--- config.mk ---
export PLATFORM = sky130hd
export DESIGN_NAME = shared_divider
export DESIGN_NICKNAME = d
export VERILOG_FILES = /design/src/rtl/shared_divider.sv
export SDC_FILE = /design/constraint.sdc
export NUM_CORES = 1
export LEC_CHECK = 0
export ABC_CLOCK_PERIOD_IN_PS = 3530
export CAP_MARGIN = 0
export CORE_ASPECT_RATIO = 0.5
export CORE_MARGIN = 5
export CORE_UTILIZATION = 51
export CTS_BUF_LIST = sky130_fd_sc_hd__clkbuf_16
export DETAILED_ROUTE_END_ITERATION = 8
export PLACE_DENSITY_LB_ADDON = 0.05
export SLEW_MARGIN = 20
export SYNTH_ARGS = -nofsm -noshare
export SYNTH_HDL_FRONTEND = slang
export SYNTH_SLANG_ARGS = --single-unit
export TNS_END_PERCENT = 30
--- constraint.sdc ---
create_clock -name clk -period 3.53 [get_ports clk]
set_clock_uncertainty 0.1 [all_clocks]
set_input_delay 0.8825 -clock clk [delete_from_list [all_inputs] [get_ports clk]]
set_output_delay 0.8825 -clock clk [all_outputs]
set_load 0.02 [all_outputs]
--- src/rtl/shared_divider.sv ---
// shared_divider: sequential unsigned restoring divider shared by two clients.
// One quotient bit per clock; the result is held until the next accepted request.
module shared_divider #(
  parameter int unsigned WIDTH = 16
) (
  input  logic             clk,
  input  logic             rst,
  input  logic             start,
  input  logic             select,
  input  logic [WIDTH-1:0] dividend0,
  input  logic [WIDTH-1:0] divisor0,
  input  logic [WIDTH-1:0] dividend1,
  input  logic [WIDTH-1:0] divisor1,
  output logic             busy,
  output logic             ready,
  output logic [WIDTH-1:0] dividerres,
  output logic [WIDTH-1:0] remainder,
  output logic             div_zero
);

  localparam int unsigned CNT_W = (WIDTH > 1) ? $clog2(WIDTH) : 1;
  localparam int unsigned REM_W = WIDTH + 1;

  typedef enum logic [1:0] {
    S_IDLE = 2'd0,
    S_CALC = 2'd1,
    S_DONE = 2'd2
  } state_e;

  state_e             state_q, state_d;
  logic [WIDTH-1:0]   quo_q, quo_d;   // dividend shift register, becomes quotient
  logic [REM_W-1:0]   rem_q, rem_d;   // partial remainder
  logic [WIDTH-1:0]   dvs_q, dvs_d;   // latched divisor
  logic [CNT_W-1:0]   cnt_q, cnt_d;   // step counter
  logic               busy_q, busy_d;
  logic               ready_q, ready_d;
  logic [WIDTH-1:0]   res_q, res_d;
  logic [WIDTH-1:0]   rmd_q, rmd_d;
  logic               dz_q, dz_d;

  logic [REM_W-1:0]   trial;
  logic [REM_W-1:0]   diff;
  logic               fits;
  logic [REM_W-1:0]   rem_nxt;
  logic [WIDTH-1:0]   sel_dividend;
  logic [WIDTH-1:0]   sel_divisor;

  // Next-state, datapath step and output update.
  always_comb begin
    state_d  = state_q;
    quo_d    = quo_q;
    rem_d    = rem_q;
    dvs_d    = dvs_q;
    cnt_d    = cnt_q;
    busy_d   = busy_q;
    ready_d  = 1'b0;
    res_d    = res_q;
    rmd_d    = rmd_q;
    dz_d     = dz_q;

    trial        = {rem_q[WIDTH-1:0], quo_q[WIDTH-1]};
    diff         = trial - {1'b0, dvs_q};
    fits         = (trial >= {1'b0, dvs_q});
    rem_nxt      = fits ? diff : trial;
    sel_dividend = select ? dividend1 : dividend0;
    sel_divisor  = select ? divisor1  : divisor0;

    case (state_q)
      S_IDLE, S_DONE: begin
        state_d = S_IDLE;
        if (start) begin
          state_d = S_CALC;
          quo_d   = sel_dividend;
          dvs_d   = sel_divisor;
          rem_d   = '0;
          cnt_d   = '0;
          busy_d  = 1'b1;
          dz_d    = (sel_divisor == '0);
        end
      end
      S_CALC: begin
        quo_d = WIDTH'({quo_q, fits});
        rem_d = rem_nxt;
        cnt_d = cnt_q + CNT_W'(1);
        if (cnt_q == CNT_W'(WIDTH - 1)) begin
          state_d = S_DONE;
          busy_d  = 1'b0;
          ready_d = 1'b1;
          res_d   = quo_d;
          rmd_d   = rem_nxt[WIDTH-1:0];
        end
      end
      default: begin
        state_d = S_IDLE;
        busy_d  = 1'b0;
      end
    endcase
  end

  // State and output registers with asynchronous active-low clear.
  always_ff @(posedge clk or negedge rst) begin
    if (!rst) begin
      state_q <= S_IDLE;
      quo_q   <= '0;
      rem_q   <= '0;
      dvs_q   <= '0;
      cnt_q   <= '0;
      busy_q  <= 1'b0;
      ready_q <= 1'b0;
      res_q   <= '0;
      rmd_q   <= '0;
      dz_q    <= 1'b0;
    end else begin
      state_q <= state_d;
      quo_q   <= quo_d;
      rem_q   <= rem_d;
      dvs_q   <= dvs_d;
      cnt_q   <= cnt_d;
      busy_q  <= busy_d;
      ready_q <= ready_d;
      res_q   <= res_d;
      rmd_q   <= rmd_d;
      dz_q    <= dz_d;
    end
  end

  assign busy       = busy_q;
  assign ready      = ready_q;
  assign dividerres = res_q;
  assign remainder  = rmd_q;
  assign div_zero   = dz_q;

endmodule

# [Word level (Yosys, flattened, before mapping)]
# Index checks and enable logic that the tools add are counted.
[totals] regBits=89 in_bits=68
[classes] reduce_logical=8 order_cmp=1 addsub=2 n_mux=17 eq_ne=5
[op_table] cell="$mux 16" count=5
[op_table] cell="$pmux 16 s2" count=2
[op_table] cell="$ge 17x16->1" count=1
[op_table] cell="$logic_not 16->1" count=1
[op_table] cell="$sub 16x16->16" count=1
[op_table] cell="$pmux 4 s2" count=1
[op_table] cell="$reduce_and 2->1" count=4
[op_table] cell="$mux 1" count=5
[op_table] cell="$add 4x1->4 const B" count=1
[op_table] cell="$eq 4x4->1 const B" count=1
[op_table] cell="$mux 4" count=1
[op_table] cell="$ne 2x2->1 const B" count=2
[op_table] cell="$pmux 2 s2" count=1
[op_table] cell="$eq 2x1->1 const B" count=1
[op_table] cell="$eq 2x2->1 const B" count=1
[op_table] cell="$logic_not 2->1" count=1
[op_table] cell="$mux 2" count=1
[op_table] cell="$pmux 1 s2" count=1
[op_table] cell="$reduce_bool 2->1" count=1
[op_table] cell="$reduce_or 2->1" count=1

# [Depth between registers and ports, before layout]
[logic_depth] ltp_word=4 mapped_depth=11 ltp_nobuf=11

# [Worst setup path before layout]
# No wires, ideal clock.
[synth_timing] kind="register -> register" startpoint="register quo_q[15]" endpoint="register rmd_q[12], in the netlist remainder[12]" path_stages_with_launch=12 setup_ps=125 synth_period_minus_slack_ps=2597 path_buffers=0 setup_slack_ps=933 t_arrival_ps=2372 path_cell_list="dfrtp_1 inv_1 ha_1 inv_1 fa_1 a21o_1 a21oi_1 o21ai_0 a41oi_1 o211ai_1 mux2_2 mux2_2"
[synth_via] elab_chain_cells=2
[synth_lines] element="from (decl)" line_no="31" rtl="logic [WIDTH-1:0] quo_q, quo_d;"
[synth_lines] element="from (signal assigned)" line_no="115" rtl="quo_q <= quo_d;"
[synth_lines] element="$sub 16x16->16 or $ge 17x16->1 (tied branches)" line_no="62, 63"
[synth_lines] element="$mux 16 *" line_no="64" rtl="rem_nxt = fits ? diff : trial;"
[synth_lines] element="to (signal assigned)" line_no="122" rtl="rmd_q <= rmd_d;"
[synth_lines] element="to (decl)" line_no="38" rtl="logic [WIDTH-1:0] rmd_q, rmd_d;"
# Every way passes the cells marked *; elsewhere a longest branch is shown, timed or not.
# A chain may end at the register's enable or synchronous reset.

# [Final worst setup path]
# Same ends and word-level chain as after synthesis.

==> run summary <==
Status -> finished, final reports clean
EDFF count, synth -> 0
Peak VDD IR -> 0.000457 V
Area of the multi-input gates -> 2370 um^2
Overflow after GRT -> 0
Post-CTS Hold Buffers -> 0
Critical Path Max Stage Delay -> 0.40 ns
Postcts setup bufs -> 0
CP Capture Type -> register
Post-placement cell count -> 718
Fin util -> 66.8%
Mean post-synth cell area -> 9.26 um^2
Post-Route WL -> 12000 um
Setup slack, reg-to-reg -> 0.65 ns
Core area -> 9350 um^2
Initial antenna violation count -> 0
Largest family of logic cells by synthesized area -> compound AO/OA/AOI/OAI gates
CP Data Required Time -> 3.65 ns
Crit path max fanout -> 3
Max Clock Freq -> 0.347 GHz
Mapped cell area -> 4840 um^2
Die height -> 78.9 um
Met2 wire length -> 5350 um
Most used DFF post-synth -> dfrtp_1
Port buffer count -> 102
CTS-repair resized insts -> 0
TritonRoute pass-1 iters -> 4
Leak Pwr -> 2.85 nW
Non-filler cells, final -> 734
Fill cell count -> 751
Die Wd -> 148 um
Final Cycle Share -> 81.7%
Share of cells above drive strength 1 -> 5.87%
Ys async rst share -> 100%
Post-Syn Instances -> 522
YS warnings -> 0
Vias in the first global route -> 3897
Root buffer cell -> clkbuf_16
Post-synthesis compound-gate area fraction -> 17.3%
Vias -> 3997
Multiplexer area fraction after synthesis -> 9.60%
Vias per cell -> 5.45
CP Cell Sequence -> inv_1, ha_1, inv_1, fa_1, a21o_1, a21oi_1, o21ai_0, a41oi_1, o211ai_1, mux2_2, mux2_2
RSZ-0062 raised after global routing -> no
Clk Latency, worst-skew pair -> 0.34 ns
Wirelength per Cell -> 16.4 um
Worst Path Arrival -> 3.01 ns
Site Rows -> 25
I/O pin cnt -> 103
Area growth, synth to finish -> 29.1%
Top-area cell type share of the netlist area -> 46.1%
Adder-Cell Fraction of Synth Area -> 4.81%
Setup TNS Final -> 0 ns
Post-synthesis xor/xnor area fraction -> 2.17%
Initial DRC Count -> 219
Syn Nets -> 608
Rel. slew slack -> 38.7%
Register area share after synthesis -> 46.1%
Worst Max-Slew Pin Slew -> 0.919 ns
Wl on met1 -> 5680 um
Overall Global Routing Usage -> 21.2%
Clock buffer count from CTS -> 9
Diode count -> 0
Leading area contributor after synthesis -> dfrtp_1
GPL Wtd Cong -> 0.904
Fin. Hold Viols -> 0
Largest cells by area after synthesis -> dfrtp_1, mux2i_1, nand2_1
Most common cell in the netlist -> nand2_1
Clock Sinks -> 89
Global-route wire length before repair -> 19500 um
Slew Viols, Final -> 0
Largest net degree at the start of global routing -> 64
Storage cell area -> 2230 um^2
Bufs on Longest Clock Path -> 2
Hold Crit Class -> input pin to async pin
Clk slew on worst S/H paths -> 0.06 ns
H-tree levels -> 3
Final setup violation count -> 0
Dpl hpwl -> 8630 um
Residual DRC count -> 0
Met3 WL -> 908 um
Simple-gate area share of the yosys netlist -> 15.2%
Type of the worst setup path -> register to register
Post-synthesis register bit count -> 89
Power Dens Cells -> 1110 nW/um^2
Reg-to-Reg Start -> quo_q[15]
Final instance area -> 6240 um^2
Hold Worst Slack -> 0.352 ns
DP Area -> 5910 um^2
Top sig layer -> met4
MaxCap Viol Count -> 0
Post-synth top cells -> nand2_1, dfrtp_1, o21ai_0
Full die area -> 11600 um^2
Routed Antenna Nets -> 0
CTS tree -> yes
Startpoint Class -> register
Synth cell types -> 47
Starting density of the core -> 51.7%
Critical path origin -> quo_q[15]
Layout net count -> 694
CP max stage cell -> fa_1
Min Tclk post-route -> 2.88 ns
-- through the flow --
| step | power, mW | setup slack, ns |
|---|---|---|
| after floorplan | 4.73 | 0.933 |
| after global placement | 5.78 | 0.744 |
| after CTS | 6.95 | 0.684 |
| after detailed placement | 5.82 | 0.695 |
| after global routing | 7.48 | 0.512 |
| final | 6.93 | 0.647 |
-- final timing paths --
kind | endpoint | depth (start not counted)
setup / recovery | remainder[12] | 11
hold / removal | remainder[5] | 1
setup reg to reg | remainder[12] | 11
hold reg to reg | dividerres[4] | 2
max in group asynchronous | dividerres[10] | 2
min in group clk | dividerres[4] | 2
-- sequential cells by signal, summed over array words and instances, names as in the netlist --
register,cells
state_q,2
busy,1
dividerres,16
dvs_q,16
ready,1
remainder,16
div_zero,1
rem_q,16
quo_q,16
cnt_q,4
-- placed cells by master (no fill, tap or decap), drive strengths merged, types with 2 or more instances in the layout --
master,instances
mux2i,43
nor2b,3
o21a,4
or2,2
nand2,105
mux2,3
o21ai,73
inv,21
nand3,9
nand4,6
xnor2,10
a21oi,20
o221ai,2
bufinv,3
and2,5
xor2,2
a41oi,2
clkbuf,9
nand2b,5
clkdlybuf4s50,100
o211ai,2
a21o,8
a22oi,16
nor2,15
clkinv,3
nor4,10
o31ai,2
and3,2
buf,9
ha,17
dfrtp,89
-- power by group --
part           switching, mW  internal (mW)
Clock                  0.399          0.686
Sequential             0.327           1.54
Combinational           2.24           1.73
-- cell families (layout without fill, tap and decap cells) --
kind of cell,after synthesis,in the layout
AO/OA/AOI/OAI,138,138
XOR/XNOR,12,12
adder cells (fa/ha/maj),18,18
buffers and inverters,55,146
multiplexers,46,46
AND/OR/NAND/NOR,164,164
flip-flops,89,89
-- layout make-up --
class	count	share of cell area [%]
inverter	21	1.26
tap	121	2.42
sequential	89	35.7
multi-input combinational	378	38.0
clock inverter	7	1.76
timing repair buffer	109	17.3
clock buffer	9	3.61
-- worst max-delay path, delay by kind of cell (launching register included) --
kind,cells,cell delay (ns)
fa+ha+maj,2,0.55
compound gates,5,1.05
buf+inv,2,0.12
flops,1,0.39
mux,2,0.55
-- routing by layer --
metal / GRT usage [%] / vias up
li1: - / 2002
met1: 29.4 / 1878
met2: 33.4 / 113
met3: 6.67 / 4
met4: 3.90 / 0
met5: 0 / -
(Power assumes the default switching activity.)
